$ cat src/rtl/mul_pipe_if.sv
// Handshake bundle for mul_pipe_unit: op request, flush, result response and busy status.
interface mul_pipe_if #(
    parameter int unsigned XLEN  = 32,
    parameter int unsigned TAG_W = 5
);
    logic             in_valid;
    logic             in_ready;
    logic [XLEN-1:0]  in_a;
    logic [XLEN-1:0]  in_b;
    logic [1:0]       in_op;
    logic [TAG_W-1:0] in_tag;
    logic             flush;
    logic             out_valid;
    logic             out_ready;
    logic [XLEN-1:0]  out_result;
    logic [TAG_W-1:0] out_tag;
    logic             busy;

    modport master (
        output in_valid, in_a, in_b, in_op, in_tag, flush, out_ready,
        input  in_ready, out_valid, out_result, out_tag, busy
    );

    modport slave (
        input  in_valid, in_a, in_b, in_op, in_tag, flush, out_ready,
        output in_ready, out_valid, out_result, out_tag, busy
    );
endinterface

$ cat src/rtl/mul_pipe_unit.sv
// Pipelined radix-4 Booth / CSA-tree multiplier for MUL, MULH, MULHSU and MULHU.
// Optional MUL_ZERO_SKIP_EN: zero-operand ops entering an empty pipe bypass to the last stage.
module mul_pipe_unit #(
    parameter int unsigned XLEN   = 32,
    parameter int unsigned STAGES = 3,
    parameter int unsigned TAG_W  = 5
) (
    input  logic     clk,
    input  logic     rst_n,
    mul_pipe_if.slave bus
);
    localparam int PW    = 2 * XLEN + 2;
    localparam int BW    = XLEN + 2;
    localparam int NPP   = BW / 2;
    localparam int NROWS = NPP + 1;
    localparam int LAST  = STAGES - 1;

    logic [STAGES-1:0] v_q, v_d, en, ld;
    logic [TAG_W-1:0]  tag_q [STAGES];
    logic [TAG_W-1:0]  tag_d [STAGES];
    logic [LAST-1:0]   hi_q, hi_d;
    logic [XLEN:0]     a_q, a_d;
    logic [3*NPP-1:0]  dig_q, dig_d;
    logic [XLEN-1:0]   res_q, res_d, res_cpa;
    logic              acc, skip;
    logic              a_sgn, b_sgn;
    logic [BW:0]       bx;
    logic [2:0]        trip;
    logic [PW-1:0]     pp_row [NROWS];
    logic [PW-1:0]     red [NROWS];
    logic [PW-1:0]     nxt [NROWS];
    logic [PW-1:0]     a_sx, mag;
    logic [PW-1:0]     csa_sum, csa_car, cpa_sum, cpa_car, prod;
    logic              unused_prod;
    int                cnt;

    always_comb begin : p_ctrl
        en = '0;
        en[LAST] = !v_q[LAST] || bus.out_ready;
        for (int k = LAST - 1; k >= 0; k--) begin
            en[k] = !v_q[k] || en[k+1];
        end
        acc  = bus.in_valid && !bus.flush && en[0];
        skip = 1'b0;
`ifdef MUL_ZERO_SKIP_EN
        skip = acc && (v_q == '0) && ((bus.in_a == '0) || (bus.in_b == '0));
`endif
        ld    = '0;
        ld[0] = acc && !skip;
        for (int k = 1; k < STAGES; k++) begin
            ld[k] = en[k] && v_q[k-1];
        end
        ld[LAST] = ld[LAST] || skip;

        v_d = v_q;
        for (int k = 0; k < STAGES; k++) begin
            if (en[k]) v_d[k] = ld[k];
        end
        if (bus.flush) v_d = '0;

        tag_d[0] = ld[0] ? bus.in_tag : tag_q[0];
        for (int k = 1; k < STAGES; k++) begin
            tag_d[k] = ld[k] ? tag_q[k-1] : tag_q[k];
        end
        if (skip) tag_d[LAST] = bus.in_tag;

        hi_d = hi_q;
        if (ld[0]) hi_d[0] = (bus.in_op != 2'b00);
        for (int k = 1; k < LAST; k++) begin
            if (ld[k]) hi_d[k] = hi_q[k-1];
        end

        res_d = res_q;
        if (ld[LAST]) res_d = skip ? '0 : res_cpa;
    end

    // Extend operands per op signedness and Booth-recode the multiplier into {neg, two, one}.
    always_comb begin : p_recode
        a_sgn = (bus.in_op != 2'b11);
        b_sgn = !bus.in_op[1];
        bx    = {{2{b_sgn & bus.in_b[XLEN-1]}}, bus.in_b, 1'b0};
        trip  = '0;
        a_d   = a_q;
        dig_d = dig_q;
        if (ld[0]) begin
            a_d = {a_sgn & bus.in_a[XLEN-1], bus.in_a};
            for (int i = 0; i < NPP; i++) begin
                trip = bx[2*i +: 3];
                dig_d[3*i]   = trip[1] ^ trip[0];
                dig_d[3*i+1] = (trip == 3'b011) || (trip == 3'b100);
                dig_d[3*i+2] = trip[2] & ~(trip[1] & trip[0]);
            end
        end
    end

    // Negative rows are inverted here; the +1 of each lands in the final correction row.
    always_comb begin : p_ppgen
        a_sx   = {{(PW-XLEN-1){a_q[XLEN]}}, a_q};
        mag    = '0;
        pp_row = '{default: '0};
        for (int i = 0; i < NPP; i++) begin
            mag = '0;
            if (dig_q[3*i]) mag = a_sx;
            else if (dig_q[3*i+1]) mag = a_sx << 1;
            if (dig_q[3*i+2]) mag = ~mag;
            pp_row[i]          = mag << (2 * i);
            pp_row[NPP][2*i]   = dig_q[3*i+2];
        end
    end

    always_comb begin : p_csa
        red = pp_row;
        nxt = '{default: '0};
        cnt = NROWS;
        for (int lvl = 0; lvl < NROWS; lvl++) begin
            if (cnt > 2) begin
                nxt = '{default: '0};
                for (int j = 0; j < NROWS / 3; j++) begin
                    if (j < cnt / 3) begin
                        nxt[2*j]   = red[3*j] ^ red[3*j+1] ^ red[3*j+2];
                        nxt[2*j+1] = ((red[3*j] & red[3*j+1]) | (red[3*j] & red[3*j+2]) |
                                      (red[3*j+1] & red[3*j+2])) << 1;
                    end
                end
                for (int r = 0; r < 2; r++) begin
                    if (r < cnt % 3) nxt[2*(cnt/3)+r] = red[3*(cnt/3)+r];
                end
                red = nxt;
                cnt = 2 * (cnt / 3) + cnt % 3;
            end
        end
        csa_sum = red[0];
        csa_car = red[1];
    end

    if (STAGES == 2) begin : g_no_mid
        assign cpa_sum = csa_sum;
        assign cpa_car = csa_car;
    end else begin : g_mid
        logic [PW-1:0] s1_sum_q, s1_sum_d, s1_car_q, s1_car_d;

        always_comb begin
            s1_sum_d = ld[1] ? csa_sum : s1_sum_q;
            s1_car_d = ld[1] ? csa_car : s1_car_q;
        end

        always_ff @(posedge clk or negedge rst_n) begin
            if (!rst_n) begin
                s1_sum_q <= '0;
                s1_car_q <= '0;
            end else begin
                s1_sum_q <= s1_sum_d;
                s1_car_q <= s1_car_d;
            end
        end

        if (STAGES == 4) begin : g_mid2
            logic [PW-1:0] s2_sum_q, s2_sum_d, s2_car_q, s2_car_d;

            always_comb begin
                s2_sum_d = ld[2] ? s1_sum_q : s2_sum_q;
                s2_car_d = ld[2] ? s1_car_q : s2_car_q;
            end

            always_ff @(posedge clk or negedge rst_n) begin
                if (!rst_n) begin
                    s2_sum_q <= '0;
                    s2_car_q <= '0;
                end else begin
                    s2_sum_q <= s2_sum_d;
                    s2_car_q <= s2_car_d;
                end
            end

            assign cpa_sum = s2_sum_q;
            assign cpa_car = s2_car_q;
        end else begin : g_mid1
            assign cpa_sum = s1_sum_q;
            assign cpa_car = s1_car_q;
        end
    end

    assign prod        = cpa_sum + cpa_car;
    assign res_cpa     = hi_q[LAST-1] ? prod[2*XLEN-1:XLEN] : prod[XLEN-1:0];
    assign unused_prod = ^prod[PW-1:2*XLEN];

    always_ff @(posedge clk or negedge rst_n) begin
        if (!rst_n) begin
            v_q   <= '0;
            hi_q  <= '0;
            a_q   <= '0;
            dig_q <= '0;
            res_q <= '0;
            for (int k = 0; k < STAGES; k++) tag_q[k] <= '0;
        end else begin
            v_q   <= v_d;
            hi_q  <= hi_d;
            a_q   <= a_d;
            dig_q <= dig_d;
            res_q <= res_d;
            for (int k = 0; k < STAGES; k++) tag_q[k] <= tag_d[k];
        end
    end

    assign bus.in_ready   = !bus.flush && en[0];
    assign bus.out_valid  = v_q[LAST];
    assign bus.out_result = res_q;
    assign bus.out_tag    = tag_q[LAST];
    assign bus.busy       = |v_q;
endmodule

$ cat src/flat_wrapper.sv
// flat-port wrapper written by rule: the top's interface ports become plain ports
module mul_pipe_unit_flat 
#(
    parameter int unsigned XLEN   = 32,
    parameter int unsigned STAGES = 3,
    parameter int unsigned TAG_W  = 5
)
  (clk, rst_n, bus_in_valid, bus_in_a, bus_in_b, bus_in_op, bus_in_tag, bus_flush, bus_out_ready, bus_in_ready, bus_out_valid, bus_out_result, bus_out_tag, bus_busy);
  mul_pipe_if #(.XLEN(XLEN), .TAG_W(TAG_W)) bus_i ();
  input  logic clk;
  input  logic rst_n;
  input wire logic [$bits(bus_i.in_valid)-1:0] bus_in_valid;
  input wire logic [$bits(bus_i.in_a)-1:0] bus_in_a;
  input wire logic [$bits(bus_i.in_b)-1:0] bus_in_b;
  input wire logic [$bits(bus_i.in_op)-1:0] bus_in_op;
  input wire logic [$bits(bus_i.in_tag)-1:0] bus_in_tag;
  input wire logic [$bits(bus_i.flush)-1:0] bus_flush;
  input wire logic [$bits(bus_i.out_ready)-1:0] bus_out_ready;
  output wire logic [$bits(bus_i.in_ready)-1:0] bus_in_ready;
  output wire logic [$bits(bus_i.out_valid)-1:0] bus_out_valid;
  output wire logic [$bits(bus_i.out_result)-1:0] bus_out_result;
  output wire logic [$bits(bus_i.out_tag)-1:0] bus_out_tag;
  output wire logic [$bits(bus_i.busy)-1:0] bus_busy;
  assign bus_i.in_valid = bus_in_valid;
  assign bus_i.in_a = bus_in_a;
  assign bus_i.in_b = bus_in_b;
  assign bus_i.in_op = bus_in_op;
  assign bus_i.in_tag = bus_in_tag;
  assign bus_i.flush = bus_flush;
  assign bus_i.out_ready = bus_out_ready;
  assign bus_in_ready = bus_i.in_ready;
  assign bus_out_valid = bus_i.out_valid;
  assign bus_out_result = bus_i.out_result;
  assign bus_out_tag = bus_i.out_tag;
  assign bus_busy = bus_i.busy;
  mul_pipe_unit #(.XLEN(XLEN), .STAGES(STAGES), .TAG_W(TAG_W)) u_core (.clk(clk), .rst_n(rst_n), .bus(bus_i));
endmodule
$ cat config.mk
export PLATFORM = sky130hd
export DESIGN_NAME = mul_pipe_unit_flat
export DESIGN_NICKNAME = d
export VERILOG_FILES = /design/src/rtl/mul_pipe_if.sv /design/src/rtl/mul_pipe_unit.sv /design/src/flat_wrapper.sv
export SDC_FILE = /design/constraint.sdc
export NUM_CORES = 2
export LEC_CHECK = 0
export ABC_AREA = 0
export CORE_MARGIN = 2
export CORE_UTILIZATION = 65
export DETAILED_ROUTE_END_ITERATION = 8
export DONT_BUFFER_PORTS = 1
export PLACE_DENSITY = 0.88
export SETUP_SLACK_MARGIN = 0.4
export SLEW_MARGIN = 0
export SYNTH_ARGS = -nofsm -noshare
export SYNTH_HDL_FRONTEND = slang
export SYNTH_SLANG_ARGS = --single-unit
$ cat constraint.sdc
create_clock -name clk -period 6.7 [get_ports clk]
set_clock_uncertainty 0.1 [all_clocks]
set_input_delay 1.005 -clock clk [delete_from_list [all_inputs] [get_ports clk]]
set_output_delay 1.005 -clock clk [all_outputs]
set_load 0.01 [all_outputs]
# Yosys cells after proc, flatten, opt, wreduce, memory -nomap -nowiden
# Cells that the tools add are included.
dict set report classes {
  bitwise_logic 195
  n_reduce_logical 34
  n_addsub 1
  n_mux 56
  n_eq_ne 34
}
# cell count
set ops {}
lappend ops {{$and 63x63->63} 46}
lappend ops {{$or 63x63->63} 32}
lappend ops {{$xor 64x64->64} 31}
lappend ops {{$mux 64} 3}
lappend ops {{$mux 62} 3}
lappend ops {{$mux 60} 3}
lappend ops {{$mux 58} 3}
lappend ops {{$mux 56} 3}
lappend ops {{$mux 54} 3}
lappend ops {{$mux 52} 3}
lappend ops {{$mux 50} 3}
lappend ops {{$mux 48} 3}
lappend ops {{$mux 46} 3}
lappend ops {{$mux 44} 3}
lappend ops {{$mux 32} 4}
lappend ops {{$and 63x33->63} 2}
lappend ops {{$mux 42} 3}
lappend ops {{$mux 40} 3}
lappend ops {{$mux 38} 3}
lappend ops {{$mux 36} 3}
lappend ops {{$mux 34} 3}
lappend ops {{$add 64x64->64} 1}
lappend ops {{$not 64->64} 1}
lappend ops {{$xor 64x33->64} 1}
lappend ops {{other kinds (30)} 154}
dict set report totals {
  inputBits 76
  out_inout_bits 40
  elab_cells 333
  register_bits 263
}

# Depth between registers and ports, before layout
dict set report logic_depth {
  ltp_word 22
  depth_mapped 20
  ltp_nobuf 18
}

# Least setup slack after synthesis
# OpenSTA, ideal clock, no wires.
dict set report synth_timing {
  path_type {flip-flop to flip-flop}
  start {reg u_core.a_q[32]}
  end {reg u_core.g_mid.s1_sum_q[63] (netlist: u_core.cpa_sum[63])}
  required_time_ps 6461
  synth_period_minus_slack_ps 5300
  path_buffers 3
  setup_slack_ps 1400
  setup_time_ps 139
  t_arrival_ps 5061
  path_stages_with_launch 19
  cell_sequence {dfrtp_1 -> clkbuf_1 -> clkbuf_1 -> clkbuf_1 -> o21ai_0 -> xor2_1 -> fa_1 -> fa_1 -> inv_1 -> ha_1 -> xnor2_1 -> fa_1 -> fa_1 -> xnor2_1 -> xnor2_1 -> xnor2_1 -> xnor2_1 -> xnor2_1 -> o21ai_0}
}
dict set report synth_between {
  elab_chain_cells 21
  word_cells_on_any_way 170
  cone_classes {mux (48); bitwise (122)}
}
# item line_no
set synth_rtl {}
lappend synth_rtl {{from (decl)} mul_pipe_unit.sv:22} ;# logic [XLEN:0] a_q, a_d;
lappend synth_rtl {{from (signal assigned)} mul_pipe_unit.sv:191} ;# a_q <= '0;
lappend synth_rtl {{from (signal assigned)} mul_pipe_unit.sv:198} ;# a_q <= a_d;
lappend synth_rtl {{$mux 64, or another cell as far along} mul_pipe_unit.sv:104} ;# else if (dig_q[3*i+1]) mag = a_sx << 1;
lappend synth_rtl {{$mux 64, or another cell as far along} mul_pipe_unit.sv:103} ;# if (dig_q[3*i]) mag = a_sx;
lappend synth_rtl {{$not 64->64, or another cell as far along} mul_pipe_unit.sv:105} ;# if (dig_q[3*i+2]) mag = ~mag;
lappend synth_rtl {{$mux 64, or another cell as far along} mul_pipe_unit.sv:105}
lappend synth_rtl {{$and 63x63->63} mul_pipe_unit.sv:121} ;# nxt[2*j+1] = ((red[3*j] & red[3*j+1]) | (red[3*j] & red[3*j+2]) |
lappend synth_rtl {{$or 63x63->63 (2 in series)} mul_pipe_unit.sv:121}
lappend synth_rtl {{$and 63x63->63} mul_pipe_unit.sv:121}
lappend synth_rtl {{$or 63x63->63 (2 in series)} mul_pipe_unit.sv:121}
lappend synth_rtl {{$and 63x63->63} mul_pipe_unit.sv:121}
lappend synth_rtl {{$or 63x63->63 (2 in series)} mul_pipe_unit.sv:121}
lappend synth_rtl {{$and 63x63->63} mul_pipe_unit.sv:121}
lappend synth_rtl {{$or 63x63->63 (2 in series)} mul_pipe_unit.sv:121}
lappend synth_rtl {{$and 63x63->63} mul_pipe_unit.sv:121}
lappend synth_rtl {{$or 63x63->63 (2 in series)} mul_pipe_unit.sv:121}
lappend synth_rtl {{$xor 64x64->64} mul_pipe_unit.sv:120} ;# nxt[2*j] = red[3*j] ^ red[3*j+1] ^ red[3*j+2];
lappend synth_rtl {{$xor 64x64->64 (*)} mul_pipe_unit.sv:120}
lappend synth_rtl {{to (signal assigned)} mul_pipe_unit.sv:152} ;# s1_sum_q <= s1_sum_d;
lappend synth_rtl {{to (decl)} mul_pipe_unit.sv:140} ;# logic [PW-1:0] s1_sum_q, s1_sum_d, s1_car_q, s1_car_d;
# Every way passes the cells marked *; elsewhere a longest branch is shown, timed or not.
# A chain may end at the register's enable or synchronous reset.

# Worst setup path in the final report
dict set report layout_timing {
  start {reg u_core.a_q[32]}
  end {reg u_core.g_mid.s1_sum_q[45] (netlist: u_core.cpa_sum[45])}
}
dict set report layout_between {
  elab_chain_cells 21
  word_cells_on_any_way 97
  cone_classes {mux (21); bitwise (76)}
}
# item line_no
set layout_rtl {}
lappend layout_rtl {{$mux 64, or another cell as far along} mul_pipe_unit.sv:104}
lappend layout_rtl {{$mux 64, or another cell as far along} mul_pipe_unit.sv:103}
lappend layout_rtl {{$not 64->64, or another cell as far along} mul_pipe_unit.sv:105}
lappend layout_rtl {{$mux 64, or another cell as far along} mul_pipe_unit.sv:105}
lappend layout_rtl {{$and 63x63->63} mul_pipe_unit.sv:121}
lappend layout_rtl {{$or 63x63->63 (2 in series)} mul_pipe_unit.sv:121}
lappend layout_rtl {{$and 63x63->63} mul_pipe_unit.sv:121}
lappend layout_rtl {{$or 63x63->63 (2 in series)} mul_pipe_unit.sv:121}
lappend layout_rtl {{$and 63x63->63} mul_pipe_unit.sv:121}
lappend layout_rtl {{$or 63x63->63 (2 in series)} mul_pipe_unit.sv:121}
lappend layout_rtl {{$and 63x63->63} mul_pipe_unit.sv:121}
lappend layout_rtl {{$or 63x63->63 (2 in series)} mul_pipe_unit.sv:121}
lappend layout_rtl {{$and 63x63->63} mul_pipe_unit.sv:121}
lappend layout_rtl {{$or 63x63->63 (2 in series)} mul_pipe_unit.sv:121}
lappend layout_rtl {{$xor 64x64->64} mul_pipe_unit.sv:120}
lappend layout_rtl {{$xor 64x64->64 (*)} mul_pipe_unit.sv:120}
lappend layout_rtl {{named net u_core.csa_sum[45]} mul_pipe_unit.sv:33} ;# logic [PW-1:0] csa_sum, csa_car, cpa_sum, cpa_car, prod;
# The timed path passes the listed nets; every way through them passes the cells marked *.

==> impl_metrics.env <==
export IMPL_cts_tree="yes"
export IMPL_cts_buffer_depth=3
export IMPL_cts_num_sinks=258
export IMPL_die_h_um=254
export IMPL_ys_types=64
export IMPL_finalSetupTns_ns=0
export IMPL_path_cells="buf_4 > o21ai_0 > xnor2_1 > clkinv_1 > ha_1 > xor2_1 > xor2_1 > xnor2_1 > fa_1 > inv_1 > fa_1 > fa_1 > inv_1 > fa_1 > mux2_2"
export IMPL_syn_area_um2=40500
export IMPL_die_w_um=254
export IMPL_crit_slowest_cell="dfrtp_1"
export IMPL_drtAntennaViolNets=0
export IMPL_syn_avg_cell_area_um2=8.96
export IMPL_clk_pin_slew_ns=0.06
export IMPL_multi_input_area_um2=30300
export IMPL_start_kind="flip-flop"
export IMPL_synth_ff_type="dfrtp_1"
export IMPL_cpLargestDelayFamily="adder cells"
export IMPL_antenna_found_initial=0
export IMPL_via_per_inst=6.37
export IMPL_path_max_fanout=23
export IMPL_wl_per_cell_um=22.3
export IMPL_postCtsHoldBufs=0
export IMPL_seq_area_frac_synth_pct=16.0
export IMPL_hold_viol=0
export IMPL_fmax_ghz=0.170
export IMPL_grt_max_degree=259
export IMPL_grt_remaining_overflow=0
export IMPL_grt_pass1_wl_mm=183
export IMPL_timing_slew_headroom_pct=14.0
export IMPL_start_util_pct=65.7
export IMPL_dp_hpwl_mm=86.0
export IMPL_port_buffer_count=0
export IMPL_synth_area_leaders="fa_1 26%, dfrtp_1 16%, xnor2_1 8.3%"
export IMPL_dieArea_um2=64300
export IMPL_syn_to_final_growth_pct=3.93
export IMPL_firstDrtPassIters=9
export IMPL_fin_nets=5073
export IMPL_drive_gt1_share_pct=8.86
export IMPL_synth_common_cells="595 x inv_1, 573 x nand2_1, 530 x fa_1, 384 x xnor2_1, 341 x clkbuf_1"
export IMPL_num_rows=91
export IMPL_setup_violations_final=0
export IMPL_cap_viol_max_count=0
export IMPL_slowest_delay_ns=0.62
export IMPL_arrival_ns=6.24
export IMPL_worst_pin_slew_ns=1.29
export IMPL_vias=32600
export IMPL_core_area_um2=61600
export IMPL_crit_type="flip-flop to flip-flop"
export IMPL_cpMostUsedCell="fa_1"
export IMPL_grt_setup_unrepaired="false"
export IMPL_crit_buf_inv=4
export IMPL_cts_max_level=2
export IMPL_nFillCells=4275
export IMPL_cp_end_kind="flip-flop"
export IMPL_critPathRequiredTime_ns=7.04
export IMPL_outcome="completed"
export IMPL_synth_warnings=0
export IMPL_grt_total_usage_pct=36.2
export IMPL_grt_pass1_vias=33400
export IMPL_post_cts_repair_setup_buffers=0
export IMPL_route_detailed_drc=0
export IMPL_yosysTopAreaCell="fa_1"
export IMPL_slew_violations=0
export IMPL_clock_latency_ns=0.57
export IMPL_syn_nets=5328
export IMPL_routabilityCongestion=0.947
export IMPL_fin_crit_ns=5.90
export IMPL_wl_mm=114
export IMPL_async_reset_ff_share_pct=100
export IMPL_cts_root_buf="clkbuf_16"
export IMPL_ioPinCount=116
export IMPL_yosys_cell_count_top_type="inv_1"
export IMPL_final_util_pct=68.3
export IMPL_synth_edf_count=0
export IMPL_hp_class="primary input to asynchronous set/reset pin"
export IMPL_synth_top_area_share_pct=26.2
export IMPL_antenna_cells=0
export IMPL_syn_inst=4516
export IMPL_finalCritPeriodShare_pct=88.0
export IMPL_cts_made_buffers=34
export IMPL_drtIter0Drc=4144
export IMPL_ys_ff_latch=258
export IMPL_final_seq_area_um2=6470
export IMPL_finalInstanceArea_um2=42100
export IMPL_dpl_instance_area_um2=40900
## timing repair
item                                   in CTS  in global routing
endpoints found under the hold margin       0                  0
setup endpoints to repair                   0                  1
gates resized for setup                     0                  1
## kinds of logic (layout without fill, tap and decap cells)
group	Yosys count	in the layout	synth area share, %
flops	258	258	16.0
fa+ha+maj	753	753	33.0
buf+inv	1003	774	9.36
compound gates	853	853	13.5
xor+xnor	692	692	15.0
mux	203	203	5.60
simple gates	754	754	7.63
## state kept, by name, summed over array words and instances, names as in the netlist
register,cells
u_core.hi_q,2
u_core.tag_q,10
u_core.a_q,33
u_core.cpa_sum,64
u_core.dig_q,50
u_core.cpa_car,59
u_core.bus.out_tag,5
u_core.bus.out_result,32
u_core.v_q,3
## path summary, 6_finish.rpt
kind,startpoint,end,slack [ns],depth (start not counted)
max,u_core.a_q[32]$_DFFE_PN0P_,u_core.cpa_sum[45]$_DFFE_PN0P_,0.80,15
min,rst_n,u_core.a_q[22]$_DFFE_PN0P_,0.05,0
max reg2reg,u_core.a_q[32]$_DFFE_PN0P_,u_core.cpa_sum[45]$_DFFE_PN0P_,0.80,15
min reg2reg,u_core.tag_q[7]$_DFFE_PN0P_,u_core.bus.out_tag[2]$_DFFE_PN0P_,0.36,2
max in group asynchronous,rst_n,u_core.cpa_car[8]$_DFFE_PN0P_,5.74,0
min in group clk,u_core.tag_q[7]$_DFFE_PN0P_,u_core.bus.out_tag[2]$_DFFE_PN0P_,0.36,2
## cells in the final DEF, fill, tap and decap left out, types with 5 or more instances in the layout
| master | instances |
|---|---|
| nand3_1 | 15 |
| dfrtp_2 | 12 |
| nand2_1 | 571 |
| nand2b_1 | 5 |
| a31oi_1 | 14 |
| and3_1 | 9 |
| mux2i_1 | 20 |
| inv_1 | 595 |
| a22oi_1 | 313 |
| o21a_1 | 6 |
| a221o_1 | 5 |
| clkbuf_16 | 34 |
| mux2_2 | 182 |
| ha_1 | 206 |
| a21oi_1 | 107 |
| nor3_1 | 13 |
| fa_1 | 530 |
| nor2b_1 | 28 |
| o21ai_0 | 300 |
| a21o_1 | 39 |
| bufinv_16 | 5 |
| nand4_1 | 12 |
| o31ai_1 | 18 |
| buf_4 | 113 |
| o21bai_1 | 12 |
| xnor2_1 | 383 |
| xor2_1 | 308 |
| dfrtp_1 | 246 |
| o211ai_1 | 6 |
| clkbuf_1 | 5 |
| nor2_1 | 71 |
| a221oi_1 | 5 |
| and2_1 | 13 |
| maj3_1 | 17 |
## layer usage
layer	global-route usage, %	vias to the layer above	share of wire [%]
met5	0	-	0
met4	14.8	0	4.8
met3	10.8	521	14
met2	56.5	2491	45
met1	47.3	15700	37
li1	-	13900	-
## layout make-up
class,instances,share of cell area [%]
multi-input cells,3255,71.9
flip-flops and latches,258,15.4
inverters,599,5.35
well taps,837,2.49
clock buffers,43,2.20
repair buffers,113,2.02
clock inverters,19,0.631
## stage by stage
step / hold WS (ns) / instances / setup slack, ns
floorplan: 0.333 / 4516 / 1.40
global placement: 0.342 / 5062 / 0.976
detailed placement: 0.356 / 5062 / 0.722
CTS: 0.0385 / 5124 / 0.717
global route: 0.0297 / 5124 / 0.552
finish: 0.0547 / 5124 / 0.802
Power is left out: the tool's default activity adds up to more than one toggle a clock period on the data nets, which glitch-free logic cannot reach.
